--- src/rtl/frame_buf_addr_gen.sv ---
// Burst address generator for a multi-buffered video frame store.
// Steps by burst within a line, by line stride at line end, and rotates buffers at frame end.
module frame_buf_addr_gen #(
  parameter int unsigned ASIZE          = 29,
  parameter int unsigned BURST_MAP_ADDR = 12800,
  parameter int unsigned LSIZE          = 12,
  parameter int unsigned NUM_BUFS       = 3,
  parameter int unsigned BSIZE          = 2
) (
  input  logic             clock,
  input  logic             rst,
  input  logic             new_base,
  input  logic [ASIZE-1:0] baseaddr,
  input  logic [ASIZE-1:0] frame_stride,
  input  logic [ASIZE-1:0] line_stride,
  input  logic [LSIZE-1:0] vactive,
  input  logic             burst_done,
  input  logic             tail_done,
  output logic [ASIZE-1:0] out_addr,
  output logic [LSIZE-1:0] line_cnt,
  output logic [BSIZE-1:0] buf_idx,
  output logic             line_done,
  output logic             frame_done
);

  localparam logic [ASIZE-1:0] BurstInc = ASIZE'(BURST_MAP_ADDR);
  localparam logic [BSIZE-1:0] LastBuf  = BSIZE'(NUM_BUFS - 1);

  logic [ASIZE-1:0] base_l, fstride_l, lstride_l;
  logic [LSIZE-1:0] vact_l;
  logic [ASIZE-1:0] frame_base, line_start, curr;
  logic             burst_d, tail_d;

  logic             rise_b, rise_t;
  logic [LSIZE-1:0] vact_eff;
  logic             last_line, last_buf;
  logic [ASIZE-1:0] next_frame_base, next_line_start;

  always_comb begin
    rise_b          = burst_done & ~burst_d;
    rise_t          = tail_done & ~tail_d;
    // A zero line count would never reach its last line, so treat it as one line.
    vact_eff        = (vact_l == '0) ? LSIZE'(1) : vact_l;
    last_line       = (line_cnt == vact_eff - LSIZE'(1));
    last_buf        = (buf_idx == LastBuf);
    next_frame_base = last_buf ? base_l : frame_base + fstride_l;
    next_line_start = line_start + lstride_l;
  end

  assign out_addr = curr;

  always_ff @(posedge clock) begin
    if (rst) begin
      base_l     <= '0;
      fstride_l  <= '0;
      lstride_l  <= '0;
      vact_l     <= '0;
      frame_base <= '0;
      line_start <= '0;
      curr       <= '0;
      line_cnt   <= '0;
      buf_idx    <= '0;
      line_done  <= 1'b0;
      frame_done <= 1'b0;
      burst_d    <= 1'b0;
      tail_d     <= 1'b0;
    end else begin
      burst_d    <= burst_done;
      tail_d     <= tail_done;
      line_done  <= 1'b0;
      frame_done <= 1'b0;
      if (new_base) begin
        base_l     <= baseaddr;
        fstride_l  <= frame_stride;
        lstride_l  <= line_stride;
        vact_l     <= vactive;
        frame_base <= baseaddr;
        line_start <= baseaddr;
        curr       <= baseaddr;
        line_cnt   <= '0;
        buf_idx    <= '0;
      end else if (rise_t) begin
        // Tail wins over a coincident burst edge; that burst increment is dropped.
        line_done <= 1'b1;
        if (last_line) begin
          frame_done <= 1'b1;
          line_cnt   <= '0;
          buf_idx    <= last_buf ? '0 : buf_idx + BSIZE'(1);
          frame_base <= next_frame_base;
          line_start <= next_frame_base;
          curr       <= next_frame_base;
        end else begin
          line_cnt   <= line_cnt + LSIZE'(1);
          line_start <= next_line_start;
          curr       <= next_line_start;
        end
      end else if (rise_b) begin
        curr <= curr + BurstInc;
      end
    end
  end

endmodule

--- config.mk ---
export PLATFORM = sky130hd
export DESIGN_NAME = frame_buf_addr_gen
export DESIGN_NICKNAME = d
export VERILOG_FILES = /design/src/rtl/frame_buf_addr_gen.sv
export SDC_FILE = /design/constraint.sdc
export NUM_CORES = 1
export LEC_CHECK = 0
export CORE_ASPECT_RATIO = 1.2
export CORE_MARGIN = 4
export CORE_UTILIZATION = 55
export CTS_CLUSTER_DIAMETER = 100
export DETAILED_ROUTE_END_ITERATION = 7
export MAX_ROUTING_LAYER = met4
export PLACE_DENSITY = 0.82
export SLEW_MARGIN = 10
export SYNTH_ARGS = -nofsm -noshare
export SYNTH_HDL_FRONTEND = slang
export SYNTH_SLANG_ARGS = --single-unit
--- constraint.sdc ---
create_clock -name clock -period 4.09 [get_ports clock]
set_clock_uncertainty 0.05 [all_clocks]
set_input_delay 0.818 -clock clock [delete_from_list [all_inputs] [get_ports clock]]
set_output_delay 0.818 -clock clock [all_outputs]
set_load 0.01 [all_outputs]
==> results.toml, run 1 <==
[outcome]
status = "completed"

[grt]
grt_pass1_wl_microns = 56900
gr-total-overflow = 0
gr-usage-met1 = 0.394
grt_use_met3 = 0.0380
antenna_found_initial = 0
grt_pass1_vias = 11100
grt_usage = 0.297
busiest_layer = "met2"
grt_max_degree = 75
grtUsageMet2 = 0.471

[yosys]
syn-instance-count = 1487
ys_seq_area_frac = 0.342
yosysMostFrequentCell = "nand2_1"
syn-cell-area_sq_um = 11900
ys_async_sr_fraction = 0
synth_cell_types = 77
yosys_warnings = 0
ys_top_cells_by_count = "214 x nand2_1, 204 x dfxtp_1, 158 x a21oi_1"
ys_seq_elements = 204
synth_top_area_share = 0.342
synth_flop_cell = "dfxtp_1"
synth_area_per_cell_sq_um = 8.03
synth.area.top_cells = "dfxtp_1 34%, mux2i_1 7.8%, nand2_1 6.7%, a21oi_1 6.6%, ha_1 6.2%"
synth_edf_count = 0
synth_fp_nets = 1652
synth_top_cell_by_area = "dfxtp_1"

[detailed_routing]
wirelength_microns = 35800
vias_per_cell = 6.13
wl_per_cell_microns = 18.8
final_antenna_net_count = 0
firstDrtPassIters = 6
drc = 0
drt-initial-drc-count = 1151
vias = 11700

[timing]
setup_viol = 0
fin_crit_sh = 0.918
final_hold_viol_count = 0
fmax_mhz = 266
relSlewSlack = 0.476
final_max_slew_viol_count = 0
layout_min_cycle_time_ns = 3.75
tns_ns = 0
setup_ws_ns = 0.336
rsz0062_at_grt = "no"
worstMarginPinSlew_ns = 0.787

[critical_path]
crit_fanout = 26
critical_path_arrival_ns = 4.07
startpoint = "vact_l[6]$_SDFFE_PP0P_"
reg2reg_from = "vact_l[6]$_SDFFE_PP0P_"
cp-start-kind = "flip-flop"
path_class = "flip-flop to flip-flop"
worstSetupEndpointType = "flip-flop"
cp.required_ns = 4.41

[final_layout]
nNetsFinal = 1782
post-route-util = 0.684
num_antenna_cells = 0
drive_above_1_share = 0.0607
syn2layout_area_growth_pct = 21.3

[worst_hold_path]
hold_start = "out_addr[4]$_SDFFE_PP0P_"
hp-class = "flip-flop to flip-flop"

[floorplanning]
die_w_microns = 143
initial_utilization = 0.564
core-area_sq_um = 21200
rows = 58
die-area_sq_um = 24100
dieHeight_microns = 169
io_pins = 149

[clock_network]
numCtsBuffers = 22
cts-htree-levels = 1
cts_tree = "yes"
cts-root-buf = "clkbuf_16"
clk_path_buf_depth = 3
insertion_delay_ns = 0.52
path_clk_slew_ns = 0.06
numClockSinks = 204
cts_hold_buffers = 0

[place]
dp_hpwl_microns = 26400
gp_congestion = 0.959
dp_slack_ns = 0.198
portBuffers = 148

[job]
drv_cap = 0

[power]
p_leak_uw = 0.00616
p_per_area_nw_per_um2 = 359
ir_worst_vdd_v = 0.000346
[metal layers]
metal,share of wire,routed length (microns)
met3,0.076,2710
met1,0.43,15400
met4,0.031,1110
met2,0.46,16600
met5,0,0
[state kept, by name, summed over array words and instances (netlist names)]
register / count
burst_d: 1
fstride_l: 29
lstride_l: 29
line_start: 29
vact_l: 12
frame_done: 1
buf_idx: 2
line_done: 1
frame_base: 29
line_cnt: 12
tail_d: 1
base_l: 29
out_addr: 29
[report_power, final]
| part | internal, uW | leakage, uW | switching, uW |
|---|---|---|---|
| sequential | 2100 | 0.00168 | 92.1 |
| combinational | 439 | 0.00412 | 537 |
| clock | 1210 | 0.000355 | 820 |
[worst paths after layout]
check        slack [ns]  depth (start not counted)                          to
max reg2reg        0.34                         15  frame_base[2]$_SDFFE_PP0P_
max                0.34                         15  frame_base[2]$_SDFFE_PP0P_
min reg2reg        0.40                          2    out_addr[4]$_SDFFE_PP0P_
min                0.40                          2    out_addr[4]$_SDFFE_PP0P_
[cell families (layout without fill, tap and decap cells)]
logic type / Yosys count / count (layout) / synth area share
and+or+nand+nor: 536 / 536 / 0.208
buffers and inverters: 101 / 246 / 0.0328
adders and majority gates: 61 / 61 / 0.0652
AOI/OAI and AO/OA: 426 / 426 / 0.226
muxes: 96 / 96 / 0.0808
DFF: 204 / 204 / 0.342
xor gates and xnor gates: 63 / 63 / 0.0462
[per-stage QoR]
stage | instances | power [uW] | cell area (sq um) | hold WS, ns
finish | 1902 | 5200 | 14500 | 0.403
CTS | 1902 | 5210 | 14500 | 0.408
global route | 1902 | 5410 | 14500 | 0.430
floorplan | 1487 | 2840 | 11900 | 0.390
detailed placement | 1863 | 3190 | 13700 | 0.400
global placement | 1863 | 3170 | 13700 | 0.396
[layout by cell type, fill, tap and decap left out, types with 30 or more instances in the layout]
cell             synthesis  layout
xnor2_1                 31      31
ha_1                    59      59
a21o_1                  31      31
o211ai_1                30      30
a31oi_1                 33      33
nor2_1                 144     143
xor2_1                  32      32
clkdlybuf4s50_1          0     146
dfxtp_1                204     204
nand3_1                 37      37
o21ai_0                 65      65
nand2_1                214     214
buf_4                    1      33
mux2i_1                 93      93
a21oi_1                158     158
[worst max-delay path, stage by stage (launching register included)]
cell and delay (ns):
dfxtp_1 0.32, nor4_2 0.31, and3_1 0.24, a21oi_1 0.08
ha_1 0.26, nor2b_1 0.14, or3_1 0.36, a31oi_1 0.22
nand4_1 0.21, or4_1 0.50, buf_12 0.20, nor2_4 0.23
buf_12 0.20, nand2_1 0.07, o211ai_1 0.10, a21oi_1 0.09
[layout make-up]
cell class	count	area [sq um]
clock inverter	8	98.8
timing repair buffer	181	1750
tap	270	338
sequential	204	4080
inverter	26	97.6
fill	1753	6700
multi-input combinational	1182	7490
clock buffer	31	636
[repair_timing]
action	4_1_cts	5_1_grt
gates resized for setup	0	4
buffers inserted	0	0
endpoints found under the setup margin	0	94
Note: power is estimated with default switching activity, not from simulation.
==> run 2: changes to the inputs <==
Settings changed: CAP_MARGIN set to 15, SKIP_CTS_REPAIR_TIMING set to 1.
Clock period 4.09 ns to 4.5 ns, I/O delays scaled along.
==> run 2 against run 1 <==
Critical path depth stayed put. Maximum frequency is 7.5% lower. Utilization is 0.69 points lower. Clock power is 12% lower. Sequential share of layout area is 0.29 points higher. Highest routed layer unchanged. Clock-buffer cell count is 3 lower. Combinational power is 10% lower. Sequential cell count stayed put. Non-clock buffer count is 13 lower. Hold slack better by 0.0031 ns. Register-to-register slack better by 0.11 ns.
==> results.toml, run 2 (synthesis results as in run 1) <==
[final_layout]
fill_cells = 1784
stdcell_count = 1890
nNetsFinal = 1769
syn2layout_area_growth_pct = 20.1
drive_above_1_share = 0.0549
num_antenna_cells = 0
layout_commonest_cell = "nand2_1"
multi_input_area_sq_um = 7480
regArea_sq_um = 4080
final_cell_mix = "214 x nand2_1, 204 x dfxtp_1, 158 x a21oi_1"

[power]
ir_worst_vdd_v = 0.000289
p_per_area_nw_per_um2 = 325
p_leak_uw = 0.00608

[grt]
grt_usage = 0.292
grt_pass1_wl_microns = 56200
grt_pass1_vias = 10800
antenna_found_initial = 0
grt_max_degree = 112
gr-total-overflow = 0

[timing]
fin_crit_sh = 0.902
relSlewSlack = 0.317
final_hold_viol_count = 0
fmax_mhz = 246
final_max_slew_viol_count = 0
rsz0062_at_grt = "no"
layout_min_cycle_time_ns = 4.06
worstMarginPinSlew_ns = 1.02
tns_ns = 0
setup_viol = 0
fin_hold_ws_ns = 0.406
setup_ws_ns = 0.442

[clock_network]
numClockSinks = 204
cts_tree = "yes"
cts-htree-levels = 1
insertion_delay_ns = 0.52
cts-root-buf = "clkbuf_16"
path_clk_slew_ns = 0.06
numCtsBuffers = 22
clk_path_buf_depth = 3

[critical_path]
cp_cell_sequence = "nor4_2 -> and3_1 -> a21oi_1 -> ha_1 -> nor3b_2 -> a221o_1 -> o311ai_0 -> o21ai_0 -> nor4_2 -> buf_4 -> nand2_1 -> a31oi_1 -> a211o_1 -> a31oi_1 -> o221a_1"
path_class = "flip-flop to flip-flop"
critical_path_arrival_ns = 4.41
path_buf_inv = 1
cp.required_ns = 4.85
r2r_slack_ns = 0.44
crit_fanout = 9
max_stage_delay_ns = 0.49
cp-start-kind = "flip-flop"
critPathTopFamily = "compound AO/OA/AOI/OAI gates"
slowest_stage = "nor4_2"
worstSetupEndpointType = "flip-flop"

[detailed_routing]
wirelength_microns = 35600
drc = 0
vias_per_cell = 6.18
drt-initial-drc-count = 1135
wl_per_cell_microns = 18.8
final_antenna_net_count = 0
vias = 11700
firstDrtPassIters = 5

[job]
drv_cap = 0

[floorplanning]
io_pins = 149
dieHeight_microns = 169
rows = 58
initial_utilization = 0.564
die_w_microns = 143
core-area_sq_um = 21200
die-area_sq_um = 24100

[place]
dp_hpwl_microns = 26200
dp_slack_ns = 0.338
place_inst = 1850
portBuffers = 148
gp_congestion = 0.961

[worst_hold_path]
hp-class = "flip-flop to flip-flop"

[outcome]
status = "completed"
[run 2: final cells by class]
cell class,count,area share
multi-input combinational,1182,0.521
sequential,204,0.285
tap,270,0.0235
timing repair buffer,168,0.114
clock inverter,12,0.00733
inverter,26,0.00680
clock buffer,28,0.0420
[run 2: final timing paths]
kind | cells after the start | from | to
max | 15 | vact_l[6]$_SDFFE_PP0P_ | out_addr[22]$_SDFFE_PP0P_
min | 2 | out_addr[3]$_SDFFE_PP0P_ | out_addr[3]$_SDFFE_PP0P_
max reg2reg | 15 | vact_l[6]$_SDFFE_PP0P_ | out_addr[22]$_SDFFE_PP0P_
min reg2reg | 2 | out_addr[3]$_SDFFE_PP0P_ | out_addr[3]$_SDFFE_PP0P_
[run 2: metrics by stage]
step	area (sq um)	utilization	total power (uW)
finish	14300	0.677	4660
global route	14300	0.677	4840
CTS	14300	0.677	4660
detailed placement	13600	0.643	2890
global placement	13600	0.643	2870
floorplan	11900	-	2580
[run 2: report_power, final]
group / internal [uW] / total, uW / switching (uW)
clock: 1010 / 1780 / 765
combinational: 391 / 877 / 486
sequential: 1910 / 2000 / 88.2
total: 3320 / 4660 / 1340
[run 2: worst reg2reg max path: cells and delay by family, from the launching register on]
family / cells / cell delay, ns
adders and majority gates: 1 / 0.27
DFF: 1 / 0.38
buffers and inverters: 1 / 0.24
AOI/OAI and AO/OA: 8 / 1.54
and+or+nand+nor: 5 / 1.47
[run 2: metal layers]
| metal | GRT usage | share of wire |
|---|---|---|
| met1 | 0.393 | 0.44 |
| met2 | 0.463 | 0.46 |
| met3 | 0.0338 | 0.073 |
| met4 | 0.0914 | 0.030 |
| met5 | - | 0 |
==> patch, RTL diff (settings of run 1) <==
Register the inputs `new_base`, `baseaddr`, `frame_stride`, `line_stride`, `vactive` and `tail_done` before use. The logic sees them one clock later.
--- a/src/rtl/frame_buf_addr_gen.sv
+++ b/src/rtl/frame_buf_addr_gen.sv
@@ -27,4 +27,20 @@
   localparam logic [BSIZE-1:0] LastBuf  = BSIZE'(NUM_BUFS - 1);
 
+  logic new_base_q;
+  logic [ASIZE-1:0] baseaddr_q;
+  logic [ASIZE-1:0] frame_stride_q;
+  logic [ASIZE-1:0] line_stride_q;
+  logic [LSIZE-1:0] vactive_q;
+  logic tail_done_q;
+
+  always_ff @(posedge clock) begin
+    new_base_q     <= new_base;
+    baseaddr_q     <= baseaddr;
+    frame_stride_q <= frame_stride;
+    line_stride_q  <= line_stride;
+    vactive_q      <= vactive;
+    tail_done_q    <= tail_done;
+  end
+
   logic [ASIZE-1:0] base_l, fstride_l, lstride_l;
   logic [LSIZE-1:0] vact_l;
@@ -39,5 +55,5 @@
   always_comb begin
     rise_b          = burst_done & ~burst_d;
-    rise_t          = tail_done & ~tail_d;
+    rise_t          = tail_done_q & ~tail_d;
     // A zero line count would never reach its last line, so treat it as one line.
     vact_eff        = (vact_l == '0) ? LSIZE'(1) : vact_l;
@@ -67,15 +83,15 @@
     end else begin
       burst_d    <= burst_done;
-      tail_d     <= tail_done;
+      tail_d     <= tail_done_q;
       line_done  <= 1'b0;
       frame_done <= 1'b0;
-      if (new_base) begin
-        base_l     <= baseaddr;
-        fstride_l  <= frame_stride;
-        lstride_l  <= line_stride;
-        vact_l     <= vactive;
-        frame_base <= baseaddr;
-        line_start <= baseaddr;
-        curr       <= baseaddr;
+      if (new_base_q) begin
+        base_l     <= baseaddr_q;
+        fstride_l  <= frame_stride_q;
+        lstride_l  <= line_stride_q;
+        vact_l     <= vactive_q;
+        frame_base <= baseaddr_q;
+        line_start <= baseaddr_q;
+        curr       <= baseaddr_q;
         line_cnt   <= '0;
         buf_idx    <= '0;
Check against the original RTL: not equivalent (a bounded check fails within 4 cycles, from zero or initial values and one cycle with rst high).
==> patch against run 1 <==
Worst setup slack got worse by 0.13 ns; utilization fell by 0.38 points; area after synthesis rose by 16%; power rose by 41%; routed wire length rose by 11%; largest power group unchanged; sequential share of layout area rose by 8.0 points; synthesized cell count rose by 6.7%; design area rose by 17%; sequential cell count rose by 101.
==> patch: results (changes against run 1) <==
stage,metric,value,unit,change
run_status,status,"finished, final reports clean",,
worst_setup_path,crit path max fanout,11,,-58%
place,GP Congestion,0.966,,+0.71%
yosys,Synth cell types,74,,-3.9%
final_layout,Final nets,1884,,+5.7%
clocking,CTS resizes,0,,unchanged
power_and_ir_drop,Max rail drop VDD,0.000337,V,-2.6%
route,DRT met1 WL,15400,um,about the same
clocking,CTS buffer count,30,,+36%
grt,met3 Usage GRT,3.98,%,+0.18 points
place,DP Wirelength,28700,um,+8.8%
final_layout,fill count,2013,,+15%
power_and_ir_drop,combinational power,1020,uW,+4%
power_and_ir_drop,Net Sw Power,1910,uW,+32%
yosys,mux contribution to synthesized area,6.35,%,-1.7 points
clocking,H-tree levels,1,,unchanged
route,met2 WL,19600,um,+18%
final_layout,layout cells sized above 1,6.31,%,+0.25 points
yosys,area share of fa/ha/maj cells after synthesis,5.59,%,-0.92 points
yosys,Post-Synth XOR/XNOR Area,3.78,%,-0.84 points
timing,Slew headroom,45.9,%,-1.6 points
route,First-pass DRT Iterations,6,,unchanged
power_and_ir_drop,share of power burned in combinational logic,13.9,%,-4.9 points
worst_setup_path,arrival time worst endpoint,4.35,ns,+0.28 ns
route,Routed WL,39900,um,+11%
yosys,Main synth FF type,dfxtp_1,,
grt,largest net degree at the start of global routing,145,,+93%
hold_path,Hold Crit Class,reg -> reg,,
clocking,latest clock arrival within the worst-skew pair,0.56,ns,+0.04 ns
grt,grt met2 use,48.6,%,+1.6 points
worst_setup_path,r2r setup slk,0.20,ns,-0.13 ns
route,Vias/cell,6.04,,-1.4%
yosys,"top cells by area, synth","dfxtp_1 (44%), mux2i_1 (6.2%), ha_1 (5.3%), a21oi_1 (5.2%), nand2_1 (5.0%)",,
clocking,Post-CTS Setup Bufs,0,,unchanged
grt,number of global-route vias before repair,12400,,+12%
yosys,post-synthesis sequential area ratio,43.9,%,+9.7 points
grt,global-route wire length before repair,62800,um,+10%
place,PortBufs,148,,unchanged
power_and_ir_drop,Seq power,3270,uW,+49%
clocking,clock root buffer,clkbuf_16,,
power_and_ir_drop,P_leak,0.00714,uW,+16%
route,initial DRC count,975,,-15%
grt,met1 Use GR,31.7,%,-7.7 points
yosys,Synth Area in Compound Gates,20.2,%,-2.3 points
yosys,synthesized net count,1751,,+6.0%
yosys,Synth top cells by count,"dfxtp_1 (305), nand2_1 (186), nor2_1 (176)",,
grt,Total GRT Usage,28.2,%,-1.5 points
route,WL met3,2410,um,-11%
grt,initial antenna violation count,1,,+1
## patch: cell types whose count changed after synthesis, sizes merged, moves of 9 or more
cell	run 1	this run
dfxtp	204	305
nor2	147	177
nand2	214	187
a21oi	158	144
nor3	16	28
o211ai	30	18
o21ai	66	77
nand4	19	9
o21a	11	20
## patch: worst max-delay path: stages, from the launching register on
cell and delay, ns:
dfxtp_1 0.42, nor4_2 0.09, and2_1 0.17, a21oi_1 0.21, ha_1 0.22, nor3b_2 0.32, and2_1 0.22, nor4b_1 0.34
a31oi_1 0.12, nor4b_2 0.24, buf_4 0.17, and3_1 0.22, buf_4 0.20, nand2_1 0.21, o21a_1 0.27, a31oi_1 0.16
o221a_2 0.19
## patch: final timing paths
kind	cells after the start	start	endpoint
max reg2reg	16	vact_l[9]$_SDFFE_PP0P_	out_addr[17]$_SDFFE_PP0P_
max	16	vact_l[9]$_SDFFE_PP0P_	out_addr[17]$_SDFFE_PP0P_
min reg2reg	2	line_start[6]$_SDFFE_PP0P_	line_start[6]$_SDFFE_PP0P_
min	2	line_start[6]$_SDFFE_PP0P_	line_start[6]$_SDFFE_PP0P_
## patch: layout make-up
cell class                 count  area share, %
multi-input combinational   1176           44.0
sequential                   305           36.2
timing repair buffer         178           10.2
clock buffer                  35           4.93
tap                          325           2.41
clock inverter                20           1.65
inverter                      28          0.622
antenna                        1         0.0148
## patch: per-stage QoR
stage / area [um^2] / setup WS [ns] / cells / hold slack, ns
2_1_floorplan: 13900 / 0.414 / 1586 / 0.386
3_3_place_gp: 15700 / 0.267 / 2011 / 0.397
3_5_place_dp: 15700 / 0.0732 / 2011 / 0.401
4_1_cts: 16900 / 0.0660 / 2066 / 0.411
5_1_grt: 16900 / -0.0728 / 2068 / 0.430
6_report: 16900 / 0.202 / 2068 / 0.410
